[config.mk]
export PLATFORM = sky130hd
export DESIGN_NAME = ex_pipe_reg_flat
export DESIGN_NICKNAME = d
export VERILOG_FILES = /design/src/rtl/ex_pipe_reg_if.sv /design/src/rtl/ex_pipe_reg.sv /design/src/flat_wrapper.sv
export SDC_FILE = /design/constraint.sdc
export NUM_CORES = 1
export LEC_CHECK = 0
export CAP_MARGIN = 25
export CORE_MARGIN = 2
export CORE_UTILIZATION = 45
export DETAILED_ROUTE_END_ITERATION = 16
export PLACE_DENSITY = 0.73
export SETUP_SLACK_MARGIN = 0.4
export SLEW_MARGIN = 20
export SYNTH_ARGS = -nofsm -noshare
export SYNTH_HDL_FRONTEND = slang
export SYNTH_SLANG_ARGS = --single-unit
[constraint.sdc]
create_clock -name clk -period 7.1 [get_ports clk]
set_input_delay 1.42 -clock clk [delete_from_list [all_inputs] [get_ports clk]]
set_output_delay 1.42 -clock clk [all_outputs]
set_load 0.005 [all_outputs]
[src/rtl/ex_pipe_reg_if.sv]
// EX/MEM stage handshake and payload bundle.
// The upstream ALU side and the downstream MEM side share one interface instance.
interface ex_pipe_reg_if #(
    parameter int unsigned ADDR_W     = 30,
    parameter int unsigned DATA_W     = 32,
    parameter int unsigned REG_ADDR_W = 5,
    parameter int unsigned MEM_OP_W   = 2,
    parameter int unsigned CTRL_OP_W  = 2,
    parameter int unsigned EXP_W      = 3,
    parameter int unsigned NUM_EXC    = 2
);
    logic                  flush;
    logic                  in_valid;
    logic                  in_ready;
    logic [ADDR_W-1:0]     in_pc;
    logic                  in_br_flag;
    logic [MEM_OP_W-1:0]   in_mem_op;
    logic [DATA_W-1:0]     in_mem_wr_data;
    logic [CTRL_OP_W-1:0]  in_ctrl_op;
    logic [REG_ADDR_W-1:0] in_dst_addr;
    logic                  in_gpr_we_;
    logic [EXP_W-1:0]      in_exp_code;
    logic [DATA_W-1:0]     in_result;
    logic [NUM_EXC-1:0]    in_exc_req;
    logic                  out_valid;
    logic                  out_ready;
    logic [ADDR_W-1:0]     out_pc;
    logic                  out_br_flag;
    logic [MEM_OP_W-1:0]   out_mem_op;
    logic [DATA_W-1:0]     out_mem_wr_data;
    logic [CTRL_OP_W-1:0]  out_ctrl_op;
    logic [REG_ADDR_W-1:0] out_dst_addr;
    logic                  out_gpr_we_;
    logic [EXP_W-1:0]      out_exp_code;
    logic [DATA_W-1:0]     out_result;

    modport master (
        output flush, in_valid, in_pc, in_br_flag, in_mem_op, in_mem_wr_data,
               in_ctrl_op, in_dst_addr, in_gpr_we_, in_exp_code, in_result,
               in_exc_req, out_ready,
        input  in_ready, out_valid, out_pc, out_br_flag, out_mem_op,
               out_mem_wr_data, out_ctrl_op, out_dst_addr, out_gpr_we_,
               out_exp_code, out_result
    );

    modport slave (
        input  flush, in_valid, in_pc, in_br_flag, in_mem_op, in_mem_wr_data,
               in_ctrl_op, in_dst_addr, in_gpr_we_, in_exp_code, in_result,
               in_exc_req, out_ready,
        output in_ready, out_valid, out_pc, out_br_flag, out_mem_op,
               out_mem_wr_data, out_ctrl_op, out_dst_addr, out_gpr_we_,
               out_exp_code, out_result
    );
endinterface

[src/rtl/ex_pipe_reg.sv]
// EX/MEM pipeline register: two-entry skid buffer with registered in_ready
// and prioritised local exception injection applied at capture time.
module ex_pipe_reg #(
    parameter int unsigned ADDR_W     = 30,
    parameter int unsigned DATA_W     = 32,
    parameter int unsigned REG_ADDR_W = 5,
    parameter int unsigned MEM_OP_W   = 2,
    parameter int unsigned CTRL_OP_W  = 2,
    parameter int unsigned EXP_W      = 3,
    parameter int unsigned NUM_EXC    = 2,
    parameter logic [NUM_EXC*EXP_W-1:0] EXC_CODES = {3'd3, 3'd1}
) (
    input  logic             clk,
    input  logic             reset,
    ex_pipe_reg_if.slave     bus
);
    typedef enum logic [1:0] {EMPTY, ONE, TWO} state_t;

    typedef struct packed {
        logic [ADDR_W-1:0]     pc;
        logic                  br_flag;
        logic [MEM_OP_W-1:0]   mem_op;
        logic [DATA_W-1:0]     mem_wr_data;
        logic [CTRL_OP_W-1:0]  ctrl_op;
        logic [REG_ADDR_W-1:0] dst_addr;
        logic                  gpr_we_;
        logic [EXP_W-1:0]      exp_code;
        logic [DATA_W-1:0]     result;
    } entry_t;

    state_t       state_q, state_d;
    entry_t       main_q, skid_q, idle, cap;
    logic         out_valid_q, in_ready_q;
    logic         accept, drain;
    logic         load_main, load_skid, skid_to_main;
    logic [EXP_W-1:0] exc_code;

    assign accept = bus.in_valid & in_ready_q;
    assign drain  = out_valid_q & bus.out_ready;

    // Empty-slot payload: everything zero, write enable inactive.
    always_comb begin
        idle         = '0;
        idle.gpr_we_ = 1'b1;
    end

    // Lowest-index request wins: scan high to low so the last hit sticks.
    always_comb begin
        exc_code = '0;
        for (int i = int'(NUM_EXC) - 1; i >= 0; i--) begin
            if (bus.in_exc_req[i]) exc_code = EXC_CODES[i*int'(EXP_W) +: EXP_W];
        end
    end

    always_comb begin
        cap.pc          = bus.in_pc;
        cap.br_flag     = bus.in_br_flag;
        cap.mem_op      = bus.in_mem_op;
        cap.mem_wr_data = bus.in_mem_wr_data;
        cap.ctrl_op     = bus.in_ctrl_op;
        cap.dst_addr    = bus.in_dst_addr;
        cap.gpr_we_     = bus.in_gpr_we_;
        cap.exp_code    = bus.in_exp_code;
        cap.result      = bus.in_result;
        if (|bus.in_exc_req) begin
            cap.mem_op      = '0;
            cap.mem_wr_data = '0;
            cap.ctrl_op     = '0;
            cap.dst_addr    = '0;
            cap.gpr_we_     = 1'b1;
            cap.exp_code    = exc_code;
            cap.result      = '0;
        end
    end

    always_ff @(posedge clk or posedge reset) begin
        if (reset) state_q <= EMPTY;
        else       state_q <= state_d;
    end

    // Occupancy next-state and slot load controls.
    always_comb begin
        state_d      = state_q;
        load_main    = 1'b0;
        load_skid    = 1'b0;
        skid_to_main = 1'b0;
        if (bus.flush) begin
            state_d = EMPTY;
        end else begin
            case (state_q)
                EMPTY: if (accept) begin
                    state_d   = ONE;
                    load_main = 1'b1;
                end
                ONE: begin
                    if (accept && !drain) begin
                        state_d   = TWO;
                        load_skid = 1'b1;
                    end else if (!accept && drain) begin
                        state_d   = EMPTY;
                    end else if (accept && drain) begin
                        load_main = 1'b1;
                    end
                end
                TWO: if (drain) begin
                    state_d      = ONE;
                    skid_to_main = 1'b1;
                end
                default: state_d = EMPTY;
            endcase
        end
    end

    always_ff @(posedge clk or posedge reset) begin
        if (reset) begin
            main_q      <= idle;
            skid_q      <= idle;
            out_valid_q <= 1'b0;
            in_ready_q  <= 1'b1;
        end else begin
            out_valid_q <= (state_d != EMPTY);
            in_ready_q  <= (state_d != TWO);
            if (bus.flush) begin
                main_q <= idle;
                skid_q <= idle;
            end else begin
                if (load_main)         main_q <= cap;
                else if (skid_to_main) main_q <= skid_q;
                if (load_skid)         skid_q <= cap;
            end
        end
    end

    assign bus.in_ready        = in_ready_q;
    assign bus.out_valid       = out_valid_q;
    assign bus.out_pc          = main_q.pc;
    assign bus.out_br_flag     = main_q.br_flag;
    assign bus.out_mem_op      = main_q.mem_op;
    assign bus.out_mem_wr_data = main_q.mem_wr_data;
    assign bus.out_ctrl_op     = main_q.ctrl_op;
    assign bus.out_dst_addr    = main_q.dst_addr;
    assign bus.out_gpr_we_     = main_q.gpr_we_;
    assign bus.out_exp_code    = main_q.exp_code;
    assign bus.out_result      = main_q.result;
endmodule

[src/flat_wrapper.sv]
// flat-port wrapper written by rule: the top's interface ports become plain ports
module ex_pipe_reg_flat 
#(
    parameter int unsigned ADDR_W     = 30,
    parameter int unsigned DATA_W     = 32,
    parameter int unsigned REG_ADDR_W = 5,
    parameter int unsigned MEM_OP_W   = 2,
    parameter int unsigned CTRL_OP_W  = 2,
    parameter int unsigned EXP_W      = 3,
    parameter int unsigned NUM_EXC    = 2,
    parameter logic [NUM_EXC*EXP_W-1:0] EXC_CODES = {3'd3, 3'd1}
)
  (clk, reset, bus_flush, bus_in_valid, bus_in_pc, bus_in_br_flag, bus_in_mem_op, bus_in_mem_wr_data, bus_in_ctrl_op, bus_in_dst_addr, bus_in_gpr_we_, bus_in_exp_code, bus_in_result, bus_in_exc_req, bus_out_ready, bus_in_ready, bus_out_valid, bus_out_pc, bus_out_br_flag, bus_out_mem_op, bus_out_mem_wr_data, bus_out_ctrl_op, bus_out_dst_addr, bus_out_gpr_we_, bus_out_exp_code, bus_out_result);
  ex_pipe_reg_if #(.ADDR_W(ADDR_W), .DATA_W(DATA_W), .REG_ADDR_W(REG_ADDR_W), .MEM_OP_W(MEM_OP_W), .CTRL_OP_W(CTRL_OP_W), .EXP_W(EXP_W), .NUM_EXC(NUM_EXC)) bus_i ();
  input  logic clk;
  input  logic reset;
  input wire logic [$bits(bus_i.flush)-1:0] bus_flush;
  input wire logic [$bits(bus_i.in_valid)-1:0] bus_in_valid;
  input wire logic [$bits(bus_i.in_pc)-1:0] bus_in_pc;
  input wire logic [$bits(bus_i.in_br_flag)-1:0] bus_in_br_flag;
  input wire logic [$bits(bus_i.in_mem_op)-1:0] bus_in_mem_op;
  input wire logic [$bits(bus_i.in_mem_wr_data)-1:0] bus_in_mem_wr_data;
  input wire logic [$bits(bus_i.in_ctrl_op)-1:0] bus_in_ctrl_op;
  input wire logic [$bits(bus_i.in_dst_addr)-1:0] bus_in_dst_addr;
  input wire logic [$bits(bus_i.in_gpr_we_)-1:0] bus_in_gpr_we_;
  input wire logic [$bits(bus_i.in_exp_code)-1:0] bus_in_exp_code;
  input wire logic [$bits(bus_i.in_result)-1:0] bus_in_result;
  input wire logic [$bits(bus_i.in_exc_req)-1:0] bus_in_exc_req;
  input wire logic [$bits(bus_i.out_ready)-1:0] bus_out_ready;
  output wire logic [$bits(bus_i.in_ready)-1:0] bus_in_ready;
  output wire logic [$bits(bus_i.out_valid)-1:0] bus_out_valid;
  output wire logic [$bits(bus_i.out_pc)-1:0] bus_out_pc;
  output wire logic [$bits(bus_i.out_br_flag)-1:0] bus_out_br_flag;
  output wire logic [$bits(bus_i.out_mem_op)-1:0] bus_out_mem_op;
  output wire logic [$bits(bus_i.out_mem_wr_data)-1:0] bus_out_mem_wr_data;
  output wire logic [$bits(bus_i.out_ctrl_op)-1:0] bus_out_ctrl_op;
  output wire logic [$bits(bus_i.out_dst_addr)-1:0] bus_out_dst_addr;
  output wire logic [$bits(bus_i.out_gpr_we_)-1:0] bus_out_gpr_we_;
  output wire logic [$bits(bus_i.out_exp_code)-1:0] bus_out_exp_code;
  output wire logic [$bits(bus_i.out_result)-1:0] bus_out_result;
  assign bus_i.flush = bus_flush;
  assign bus_i.in_valid = bus_in_valid;
  assign bus_i.in_pc = bus_in_pc;
  assign bus_i.in_br_flag = bus_in_br_flag;
  assign bus_i.in_mem_op = bus_in_mem_op;
  assign bus_i.in_mem_wr_data = bus_in_mem_wr_data;
  assign bus_i.in_ctrl_op = bus_in_ctrl_op;
  assign bus_i.in_dst_addr = bus_in_dst_addr;
  assign bus_i.in_gpr_we_ = bus_in_gpr_we_;
  assign bus_i.in_exp_code = bus_in_exp_code;
  assign bus_i.in_result = bus_in_result;
  assign bus_i.in_exc_req = bus_in_exc_req;
  assign bus_i.out_ready = bus_out_ready;
  assign bus_in_ready = bus_i.in_ready;
  assign bus_out_valid = bus_i.out_valid;
  assign bus_out_pc = bus_i.out_pc;
  assign bus_out_br_flag = bus_i.out_br_flag;
  assign bus_out_mem_op = bus_i.out_mem_op;
  assign bus_out_mem_wr_data = bus_i.out_mem_wr_data;
  assign bus_out_ctrl_op = bus_i.out_ctrl_op;
  assign bus_out_dst_addr = bus_i.out_dst_addr;
  assign bus_out_gpr_we_ = bus_i.out_gpr_we_;
  assign bus_out_exp_code = bus_i.out_exp_code;
  assign bus_out_result = bus_i.out_result;
  ex_pipe_reg #(.ADDR_W(ADDR_W), .DATA_W(DATA_W), .REG_ADDR_W(REG_ADDR_W), .MEM_OP_W(MEM_OP_W), .CTRL_OP_W(CTRL_OP_W), .EXP_W(EXP_W), .NUM_EXC(NUM_EXC), .EXC_CODES(EXC_CODES)) u_core (.clk(clk), .reset(reset), .bus(bus_i));
endmodule
==> summary.md, run 1 <==
| Metric | Value |
|---|---|
| Reg2reg end | u_core.bus.out_result[14] |
| TNS Setup | 0 ns |
| Largest net degree at the start of global routing | 96 |
| Worst path required time | 7.51 ns |
| Multi-input gate area | 3680 sq um |
| Register area | 5510 sq um |
| Nets | 1142 |
| Slew Limit Fails | 0 |
| Logic gate share of total power | 0.127 |
| Pre-CTS WS | 2.41 ns |
| Drt drc | 0 |
| Sw Share | 0.256 |
| Die Span X | 150 um |
| Vias in the first global route | 7832 |
| Final-report hold violation count | 0 |
| R2R Setup Slk | 4.26 ns |
| Critical Path AT | 4.14 ns |
| Skew-Pair Late Insertion Delay | 0.50 ns |
| Core area | 21000 sq um |
| RSZ-0062 raised after global routing | false |
| Cell Rows | 53 |
| GRT Resource Usage Total | 0.232 |
| Seq pwr share | 0.457 |
| Yosys reg bits | 220 |
| Grt ovf | 0 |
| Hold Startpoint | u_core.bus.out_gpr_we_ |
| Worst Max-Slew Pin Slew | 0.972 ns |
| Layout cells sized above 1 | 0.0632 |
| Sequential share of the synthesized area | 0.574 |
| Final Util | 0.607 |
| Leak pwr | 0.00528 uW |
| Sw power | 730 uW |
| TritonCTS clock tree | built |
| Placed cell count | 1274 |
| Post-Route WL | 26600 um |
| R2R depth | 6 |
| Root buffer cell | clkbuf_16 |
| TritonCTS Sinks | 220 |
| Area contributors post-synth | dfrtp_1 (57%), a32o_1 (7.3%), o31a_1 (6.4%) |
| CTS HTree Levels | 1 |
| Die ar. | 22500 sq um |
| Avg Vias per Cell | 5.99 |
| Power, Total | 2850 uW |
| Die height | 150 um |
| P_int | 2120 uW |
| Initial core utilization | 0.458 |
| Worst-case clock buffer depth | 3 |
| Tcrit/Tclk final | 0.525 |
| Fmax | 268 MHz |
| Area leader, netlist | dfrtp_1 |
| Worst Setup End Kind | flip-flop |
| Layout area overhead | 32.4% |
| Max Cap Viol | 0 |
| Clk pwr share | 0.416 |
| # IOs | 225 |
| Worst Path Max Fanout | 70 |
| Setup crit start | bus_in_valid |
| Post-synth top area share | 0.565 |
| Routed Antenna Nets | 0 |
| Synthesized cell area | 9610 sq um |
| Via count | 7924 |
| Global placer's final weighted congestion | 0.791 |
| Routed length per instance | 20.1 um |
| Post-route insts no fill | 1322 |
| Worst Hold Class | reg2reg |
| Hold Crit Depth | 2 |
| Power Density | 224 nW/um^2 |
| DRT Pass-1 Iters | 5 |
| Hold EP | u_core.bus.out_gpr_we_ |
| Crit path time final | 3.73 ns |
| Synthesized instance count | 856 |
| Total CTS buffers | 24 |
| First-pass GRT wire length | 42200 um |
| FILL cells | 1793 |
| Syn_area_per_cell | 11.2 sq um |
| Port Buffers | 224 |
| Synthesis Warnings | 0 |
| Post-CTS Setup Inserts | 0 |
| Status | completed |
| Synth unique cells | 39 |
| Setup Skew | 0.00665 ns |
| WS Path Type | in2reg |
| PnR worst setup slack | 3.37 ns |
| VDD IR max | 0.000152 V |
| Number of DRC markers in iteration 0 | 560 |
| Detailed placement HPWL | 15400 um |
| Initial antenna violation count | 3 |
| Slew margin rel. | 0.352 |
| Worst flop-to-flop path startpoint | u_core.state_q[1] |
| Post-CTS Resized | 0 |
| Syn Nets | 971 |
| Final setup viols | 0 |
| Post-CTS Hold Buffers | 0 |
| Crit path launch type | input pin |
| Clock transition at path regs | 0.06 ns |
==> sequential cells by signal (all words and copies together) (netlist names) <==
name,count
u_core.skid_q,108
u_core.bus.out_mem_wr_data,32
u_core.bus.out_result,32
u_core.bus.out_pc,30
u_core.bus.out_dst_addr,5
u_core.bus.out_exp_code,3
u_core.bus.out_ctrl_op,2
u_core.bus.out_mem_op,2
u_core.state_q,2
u_core.bus.in_ready,1
u_core.bus.out_br_flag,1
u_core.bus.out_gpr_we_,1
u_core.bus.out_valid,1
==> Yosys cell counts <==
cell type,count
dfstp_2,3
or3_1,2
a21boi_0,1
dfrtp_1,217
nand3b_1,1
nor3_1,1
nand2b_1,2
buf_2,23
o21ai_0,82
nand2_1,110
a21oi_1,1
and2_1,4
inv_1,4
o31a_1,70
buf_4,3
clkbuf_1,64
nor2_1,5
o21a_1,1
o21ai_2,1
a21oi_2,1
a211o_1,1
a31oi_1,71
nand4b_1,1
a32o_1,70
a2bb2oi_1,1
a22o_1,37
a211oi_1,1
nor3_4,1
o21ai_1,25
nand4bb_1,1
clkbuf_2,2
buf_1,1
buf_6,5
a22oi_1,1
nand4_1,1
mux2i_1,38
a21boi_2,1
o2111a_1,1
and3_1,1
==> cells by family after synthesis <==
kind of cell	count (synthesis)	synth area share
simple gates	130	0.0565
mux	38	0.0396
compound gates	366	0.282
buf+inv	102	0.0482
flops	220	0.574
==> critical path, stage by stage <==
cell,delay (ns)
clkdlybuf4s50_1,0.54
nand3b_1,0.40
buf_4,0.48
nor3_4,0.18
buf_4,0.64
a31oi_1,0.18
o21ai_0,0.20
==> power by group through the flow <==
stage / sequential (uW) / combinational (uW) / clock [uW]
finish: 1300 / 363 / 1190
global route: 1310 / 393 / 1260
CTS: 1300 / 361 / 1210
detailed placement: 1330 / 359 / 0
global placement: 1330 / 357 / 0
floorplan: 1320 / 193 / 0
==> cells in the final DEF, fill, tap and decap left out, types with 2 or more instances in the layout <==
cell type,Yosys,final
a22o_1,37,37
a31oi_1,71,71
a32o_1,70,70
and2_1,4,4
buf_4,3,17
clkbuf_1,64,9
clkbuf_16,0,25
clkbuf_8,0,5
clkdlybuf4s50_1,0,223
clkinv_2,0,4
dfrtp_1,217,217
dfstp_2,3,3
diode_2,0,2
inv_1,4,3
mux2i_1,38,38
nand2_1,110,110
nand2b_1,2,2
nor2_1,5,4
o21ai_0,82,82
o21ai_1,25,25
o31a_1,70,70
or3_1,2,2
==> worst max-delay path by stage <==
stage,end,slack [ns]
2_1_floorplan,u_core.bus.out_br_flag,2.81
3_3_place_gp,u_core.bus.out_result[0],2.47
3_5_place_dp,u_core.bus.out_mem_wr_data[30],2.41
4_1_cts,u_core.bus.out_result[28],2.90
5_1_grt,u_core.bus.out_result[13],3.20
6_report,u_core.bus.out_result[14],3.37
==> area by class of cell <==
type	instances	share of cell area
tap	275	0.0271
timing repair buffer	243	0.189
clock buffer	39	0.0573
sequential	220	0.433
clock inverter	5	0.00226
inverter	4	0.00148
antenna	2	0.000394
multi-input combinational	534	0.289
==> routing by layer <==
layer / wire length, um / up-vias / GRT usage / share of wire
met2: 12400 / 294 / 0.368 / 0.47
met5: 30 / - / 0 / 0.0011
met1: 11900 / 4005 / 0.337 / 0.45
li1: - / 3595 / - / -
met4: 284 / 4 / 0.0401 / 0.011
met3: 1960 / 26 / 0.0455 / 0.074
==> per-stage QoR <==
stage	area (sq um)	hold slack (ns)
2_1_floorplan	9610	0.453
3_5_place_dp	11900	0.469
6_report	12700	0.472
4_1_cts	12700	0.479
5_1_grt	12700	0.498
3_3_place_gp	11900	0.456
No activity file was read; power rests on OpenSTA's default activity.
==> inputs of run 2 (changes only) <==
Settings changed: CORE_UTILIZATION 45 to 50, PLACE_DENSITY 0.73 to 0.77.
Clock period 7.1 ns to 3.45 ns, I/O delays scaled along.
==> summary.md, run 2 (synthesis gave the netlist of run 1 again) <==
| Metric | Value |
|---|---|
| Die Span X | 143 um (was 150 um) |
| Fmax | 428 MHz |
| Worst Path Max Fanout | 10 (was 70) |
| First-pass GRT wire length | 43100 um (was 42200 um) |
| Via count | 8013 (was 7924) |
| Layout area overhead | 34.4% (was 32.4%) |
| Worst-case clock buffer depth | 3 (unchanged) |
| Largest net degree at the start of global routing | 145 (was 96) |
| Port Buffers | 224 (unchanged) |
| Hold_ws | 0.470 ns (was 0.472 ns) |
| Max Cap Viol | 0 (unchanged) |
| Worst Hold Class | reg2reg (unchanged) |
| Nets | 1151 (was 1142) |
| Setup Skew | 0.00978 ns (was 0.00665 ns) |
| Die ar. | 20300 sq um (was 22500 sq um) |
| TritonCTS clock tree | built (unchanged) |
| Tcrit/Tclk final | 0.677 |
| Power, Total | 6090 uW (was 2850 uW) |
| Most frequent cells in the layout | clkdlybuf4s50_1 (223), dfrtp_1 (217), nand2_1 (110) (unchanged) |
| Status | completed (unchanged) |
| Post-CTS Setup Inserts | 0 (unchanged) |
| TritonCTS Sinks | 220 (unchanged) |
| P_int | 4580 uW (was 2120 uW) |
| Seq pwr share | 0.441 (was 0.457) |
| CTS HTree Levels | 1 (unchanged) |
| Initial core utilization | 0.512 (was 0.458) |
| Clock transition at path regs | 0.06 ns (about the same) |
| Post-CTS Resized | 0 (unchanged) |
| Initial antenna violation count | 0 (was 3) |
| Layout cells sized above 1 | 0.0731 (was 0.0632) |
| Sw Share | 0.248 (was 0.256) |
| Core area | 18800 sq um (was 21000 sq um) |
| Slew margin rel. | 0.451 (was 0.352) |
| Commonest non-fill, non-tap cell in the layout | clkdlybuf4s50_1 (unchanged) |
| DRT Pass-1 Iters | 5 (unchanged) |
| Detailed placement HPWL | 15900 um (was 15400 um) |
| Final-report hold violation count | 0 (unchanged) |
| Slew Limit Fails | 0 (unchanged) |
| Logic gate share of total power | 0.129 (was 0.127) |
| Post-Route WL | 26400 um (was 26600 um) |
| # diodes | 0 (was 2) |
| Cell Rows | 50 (was 53) |
| Clk pwr share | 0.430 (was 0.416) |
| VDD IR max | 0.000359 V (was 0.000152 V) |
| Critical Path AT | 2.70 ns (was 4.14 ns) |
| RSZ-0062 raised after global routing | false (unchanged) |
| WS Path Type | in2reg (unchanged) |
| Grt ovf | 0 (unchanged) |
| Worst Setup End Kind | flip-flop (unchanged) |
| Sw power | 1510 uW (was 730 uW) |
| Crit path time final | 2.34 ns |
| Avg Vias per Cell | 6.22 (was 5.99) |
| Global placer's final weighted congestion | 0.822 (was 0.791) |
| Skew-Pair Late Insertion Delay | 0.51 ns (was 0.50 ns) |
| Routed length per instance | 20.5 um (was 20.1 um) |
| Final setup viols | 0 (unchanged) |
| Max reg flops | 108 (unchanged) |
| Worst Max-Slew Pin Slew | 0.821 ns (was 0.972 ns) |
| Power Density | 472 nW/um^2 (was 224 nW/um^2) |
| Drt drc | 0 (unchanged) |
| Crit path launch type | input pin (unchanged) |
| Die height | 143 um (was 150 um) |
| Total CTS buffers | 24 (unchanged) |
| # IOs | 225 (unchanged) |
| Leak pwr | 0.00539 uW (was 0.00528 uW) |
| TNS Setup | 0 ns (unchanged) |
| Routed Antenna Nets | 0 (unchanged) |
| Vias in the first global route | 7982 (was 7832) |
| Biggest register | u_core.skid_q (unchanged) |
| GRT Resource Usage Total | 0.262 (was 0.232) |
| Root buffer cell | clkbuf_16 (unchanged) |
| Worst path required time | 3.81 ns (was 7.51 ns) |
| Post-CTS Hold Buffers | 0 (unchanged) |
| Number of DRC markers in iteration 0 | 691 (was 560) |
-- run 2: changes by cell type in the layout (fill, tap and decap cells not counted) --
cell / before / now
clkbuf_1: 9 / 7
bufinv_16: 0 / 1
buf_6: 1 / 0
clkinv_4: 1 / 0
buf_12: 0 / 11
clkbuf_8: 5 / 10
diode_2: 2 / 0
clkinv_2: 4 / 1
buf_16: 1 / 0
-- run 2: stage by stage --
| step | worst slack, ns | area [sq um] | std cells | utilization |
|---|---|---|---|---|
| after floorplan | -0.106 | 9610 | 856 | - |
| after global placement | 0.728 | 12100 | 1244 | 0.644 |
| after detailed placement | 0.677 | 12100 | 1244 | 0.644 |
| after CTS | 1.15 | 12900 | 1288 | 0.688 |
| after global routing | 0.960 | 12900 | 1288 | 0.688 |
| final | 1.11 | 12900 | 1288 | 0.688 |
-- run 2: per-layer routing --
| layer | up-vias | global-route usage | wire length, um |
|---|---|---|---|
| met5 | - | 0 | 0 |
| met3 | 36 | 0.0448 | 1840 |
| met2 | 328 | 0.425 | 12700 |
| met1 | 4036 | 0.371 | 11400 |
| met4 | 0 | 0.0604 | 449 |
| li1 | 3613 | - | - |
-- run 2: worst max-delay path, cell delays in order --
cell,delay (ns)
clkdlybuf4s50_1,0.59
a21boi_4,0.13
nor3_4,0.69
buf_4,0.30
mux2i_1,0.18
o21ai_0,0.10
-- run 2: path summary, 6_finish.rpt --
kind / start / end / slack, ns / cells past startpoint
max: bus_out_ready / u_core.bus.out_pc[22] / 1.11 / 6
min: u_core.bus.out_gpr_we_ / u_core.bus.out_gpr_we_ / 0.47 / 2
max reg2reg: u_core.state_q[1] / u_core.bus.out_pc[22] / 1.26 / 5
min reg2reg: u_core.bus.out_gpr_we_ / u_core.bus.out_gpr_we_ / 0.47 / 2
max in group asynchronous: reset / u_core.skid_q[38] / 2.30 / 3
min in group asynchronous: reset / u_core.bus.out_mem_wr_data[11] / 0.67 / 3
-- run 2: area by class of cell --
cell class | instances | area [sq um]
fill | 1391 | 5860
sequential | 220 | 5510
multi-input combinational | 534 | 3680
timing repair buffer | 252 | 2580
clock buffer | 42 | 790
tap | 234 | 293
clock inverter | 2 | 35.0
inverter | 4 | 18.8
-- run 2: power groups by stage --
| stage | clock network, uW | registers, uW | logic, uW |
|---|---|---|---|
| floorplan | 0 | 2730 | 397 |
| global placement | 0 | 2730 | 779 |
| detailed placement | 0 | 2730 | 782 |
| CTS | 2660 | 2680 | 787 |
| global route | 2770 | 2690 | 848 |
| finish | 2620 | 2680 | 784 |
==> inputs of run 3 (changes only) <==
Settings changed: CORE_UTILIZATION 50 to 45, PLACE_DENSITY 0.77 to 0.73.
Clock period 3.45 ns to 2.15 ns, I/O delays scaled along.
==> summary.md, run 3 (synthesis gave the netlist of run 1 again) <==
| Metric | Value |
|---|---|
| Status | completed (unchanged) |
| Final-report hold violation count | 0 (unchanged) |
| Die Span X | 150 um (was 143 um) |
| Worst path required time | 2.53 ns (was 3.81 ns) |
| Cell Rows | 53 (was 50) |
| Commonest non-fill, non-tap cell in the layout | dfrtp_1 (was clkdlybuf4s50_1) |
| GRT Resource Usage Total | 0.240 (was 0.262) |
| Avg Vias per Cell | 5.98 (was 6.22) |
| Detailed placement HPWL | 17000 um (was 15900 um) |
| Clock transition at path regs | 0.06 ns (about the same) |
| Global placer's final weighted congestion | 0.816 (was 0.822) |
| Leak pwr | 0.00619 uW (was 0.00539 uW) |
| TritonCTS Sinks | 220 (unchanged) |
| Drt drc | 0 (unchanged) |
| VDD IR max | 0.000453 V (was 0.000359 V) |
| Hold_ws | 0.249 ns (was 0.470 ns) |
| Die height | 150 um (was 143 um) |
| Max Cap Viol | 0 (unchanged) |
| Number of DRC markers in iteration 0 | 598 (was 691) |
| Worst Max-Slew Pin Slew | 0.421 ns (was 0.821 ns) |
| WS Path Type | reg2reg (was in2reg) |
| Skew-Pair Late Insertion Delay | 0.50 ns (was 0.51 ns) |
| Most frequent cells in the layout | dfrtp_1 (215), clkdlybuf4s50_1 (113), nand2_1 (110) (was clkdlybuf4s50_1 (223), dfrtp_1 (217), nand2_1 (110)) |
| Tcrit/Tclk final | 0.852 |
| Initial core utilization | 0.458 (was 0.512) |
| Routed Antenna Nets | 0 (unchanged) |
| Root buffer cell | clkbuf_16 (unchanged) |
| PnR worst setup slack | 0.317 ns (was 1.11 ns) |
| Clk pwr share | 0.419 (was 0.430) |
| Layout cells sized above 1 | 0.113 (was 0.0731) |
| Core area | 21000 sq um (was 18800 sq um) |
| Final setup viols | 0 (unchanged) |
| CTS HTree Levels | 1 (unchanged) |
| Initial antenna violation count | 0 (unchanged) |
| Pre-CTS WS | -0.109 ns (was 0.677 ns) |
| Vias in the first global route | 8062 (was 7982) |
| Post-route insts no fill | 1370 (was 1288) |
| P_int | 7410 uW (was 4580 uW) |
| Layout area overhead | 39.9% (was 34.4%) |
| Critical Path AT | 2.21 ns (was 2.70 ns) |
| Seq pwr share | 0.435 (was 0.441) |
| Via count | 8191 (was 8013) |
| Top delay family on crit path | flip-flops (was buffers and inverters) |
| Setup Skew | 0.0121 ns (was 0.00978 ns) |
| Max incr delay on CP | 0.54 ns (was 0.69 ns) |
| Crit path time final | 1.83 ns |
| DRT Pass-1 Iters | 5 (unchanged) |
| CP max-delay cell | dfstp_2 (was nor3_4) |
| # diodes | 0 (unchanged) |
| Slew margin rel. | 0.720 (was 0.451) |
| First-pass GRT wire length | 43600 um (was 43100 um) |
| Worst Hold Class | in2async (was reg2reg) |
| TritonCTS clock tree | built (unchanged) |
| Post-CTS Hold Buffers | 0 (unchanged) |
| Nets | 1194 (was 1151) |
| Port Buffers | 224 (unchanged) |
| Sw Share | 0.251 (was 0.248) |
| Power Density | 736 nW/um^2 (was 472 nW/um^2) |
| Placed cell count | 1307 (was 1244) |
| Post-Route WL | 28100 um (was 26400 um) |
| Worst Setup End Kind | flip-flop (unchanged) |
| Sw power | 2480 uW (was 1510 uW) |
| Routed length per instance | 20.5 um (about the same) |
| CP Cell Sequence | nand3b_1, buf_4, or3_4, clkbuf_16, mux2i_1, o21ai_1 (was clkdlybuf4s50_1, a21boi_4, nor3_4, buf_4, mux2i_1, o21ai_0) |
| Die ar. | 22500 sq um (was 20300 sq um) |
| Grt ovf | 0 (unchanged) |
| Largest net degree at the start of global routing | 66 (was 145) |
| # IOs | 225 (unchanged) |
| Biggest register | u_core.skid_q (unchanged) |
| Worst-case clock buffer depth | 3 (unchanged) |
| Fmax | 546 MHz |
| Logic gate share of total power | 0.146 (was 0.129) |
| CP Buf/Inv Count | 2 (unchanged) |
| RSZ-0062 raised after global routing | true (was false) |
| Slew Limit Fails | 0 (unchanged) |
| Crit path launch type | flip-flop (was input pin) |
| Total CTS buffers | 24 (unchanged) |
| Worst Path Max Fanout | 5 (was 10) |
| Max reg flops | 108 (unchanged) |
run 3: cell types whose count changed in the layout (fill, tap and decap cells not counted), moves of 6 or more:
cell / before / now
clkdlybuf4s50_1: 223 / 113
dlygate4sd2_1: 0 / 109
o21ai_0: 82 / 47
o21ai_1: 25 / 60
buf_4: 17 / 33
buf_12: 11 / 26
buf_6: 0 / 6
run 3: path summary, 6_finish.rpt:
path	startpoint	to	slack, ns	cells after the start
max in group asynchronous	reset	u_core.skid_q[35]	1.21	4
hold reg to reg	u_core.bus.out_gpr_we_	u_core.bus.out_gpr_we_	0.47	2
setup reg to reg	u_core.bus.in_ready	u_core.bus.out_pc[11]	0.32	6
min in group clk	u_core.bus.out_gpr_we_	u_core.bus.out_gpr_we_	0.47	2
setup / recovery	u_core.bus.in_ready	u_core.bus.out_pc[11]	0.32	6
hold / removal	reset	u_core.bus.out_mem_wr_data[9]	0.25	2
run 3: metal layers:
layer  routed length (um)  GRT usage  up-vias  part of all wire
met5                    0          0        -                 0
met4                  370     0.0495        0             0.013
met3                 2190     0.0512       35             0.078
met2                13200      0.375      310              0.47
met1                12300      0.350     4136              0.44
li1                     -          -     3710                 -
run 3: power groups by stage:
stage,logic [uW],registers (uW),clock network [uW]
after floorplan,638,4370,0
after global placement,1340,4380,0
after detailed placement,1350,4380,0
after CTS,1370,4300,4230
after global routing,1540,4310,4430
final,1440,4310,4140
run 3: final cells by class:
class	instances	area, sq um
multi-input combinational	534	3690
clock buffer	38	724
fill	1671	7520
timing repair buffer	295	3070
tap	275	344
clock inverter	4	70.1
sequential	220	5510
inverter	4	18.8
run 3: worst reg2reg max path: cells and delay by family (launching register included):
family	cells	cell delay [ns]
buffers and inverters	2	0.37
muxes	1	0.19
AOI/OAI and AO/OA	1	0.08
and+or+nand+nor	2	0.53
DFF	1	0.54
run 3: stage by stage:
| step | TNS, ns | total power [uW] | area [sq um] | util |
|---|---|---|---|---|
| floorplan | -249.82 | 5010 | 9610 | - |
| global placement | -0.142 | 5720 | 12400 | 0.594 |
| detailed placement | -1.63 | 5730 | 12400 | 0.594 |
| CTS | 0 | 9910 | 13300 | 0.634 |
| global route | 0 | 10300 | 13400 | 0.641 |
| finish | 0 | 9890 | 13400 | 0.641 |
run 3: timing repair:
item                                    CTS  global route
cloned                                    1             5
endpoints found under the setup margin  176           150
resized for setup                       127            46
pin swaps                                 1             2
buffers inserted                         14             1
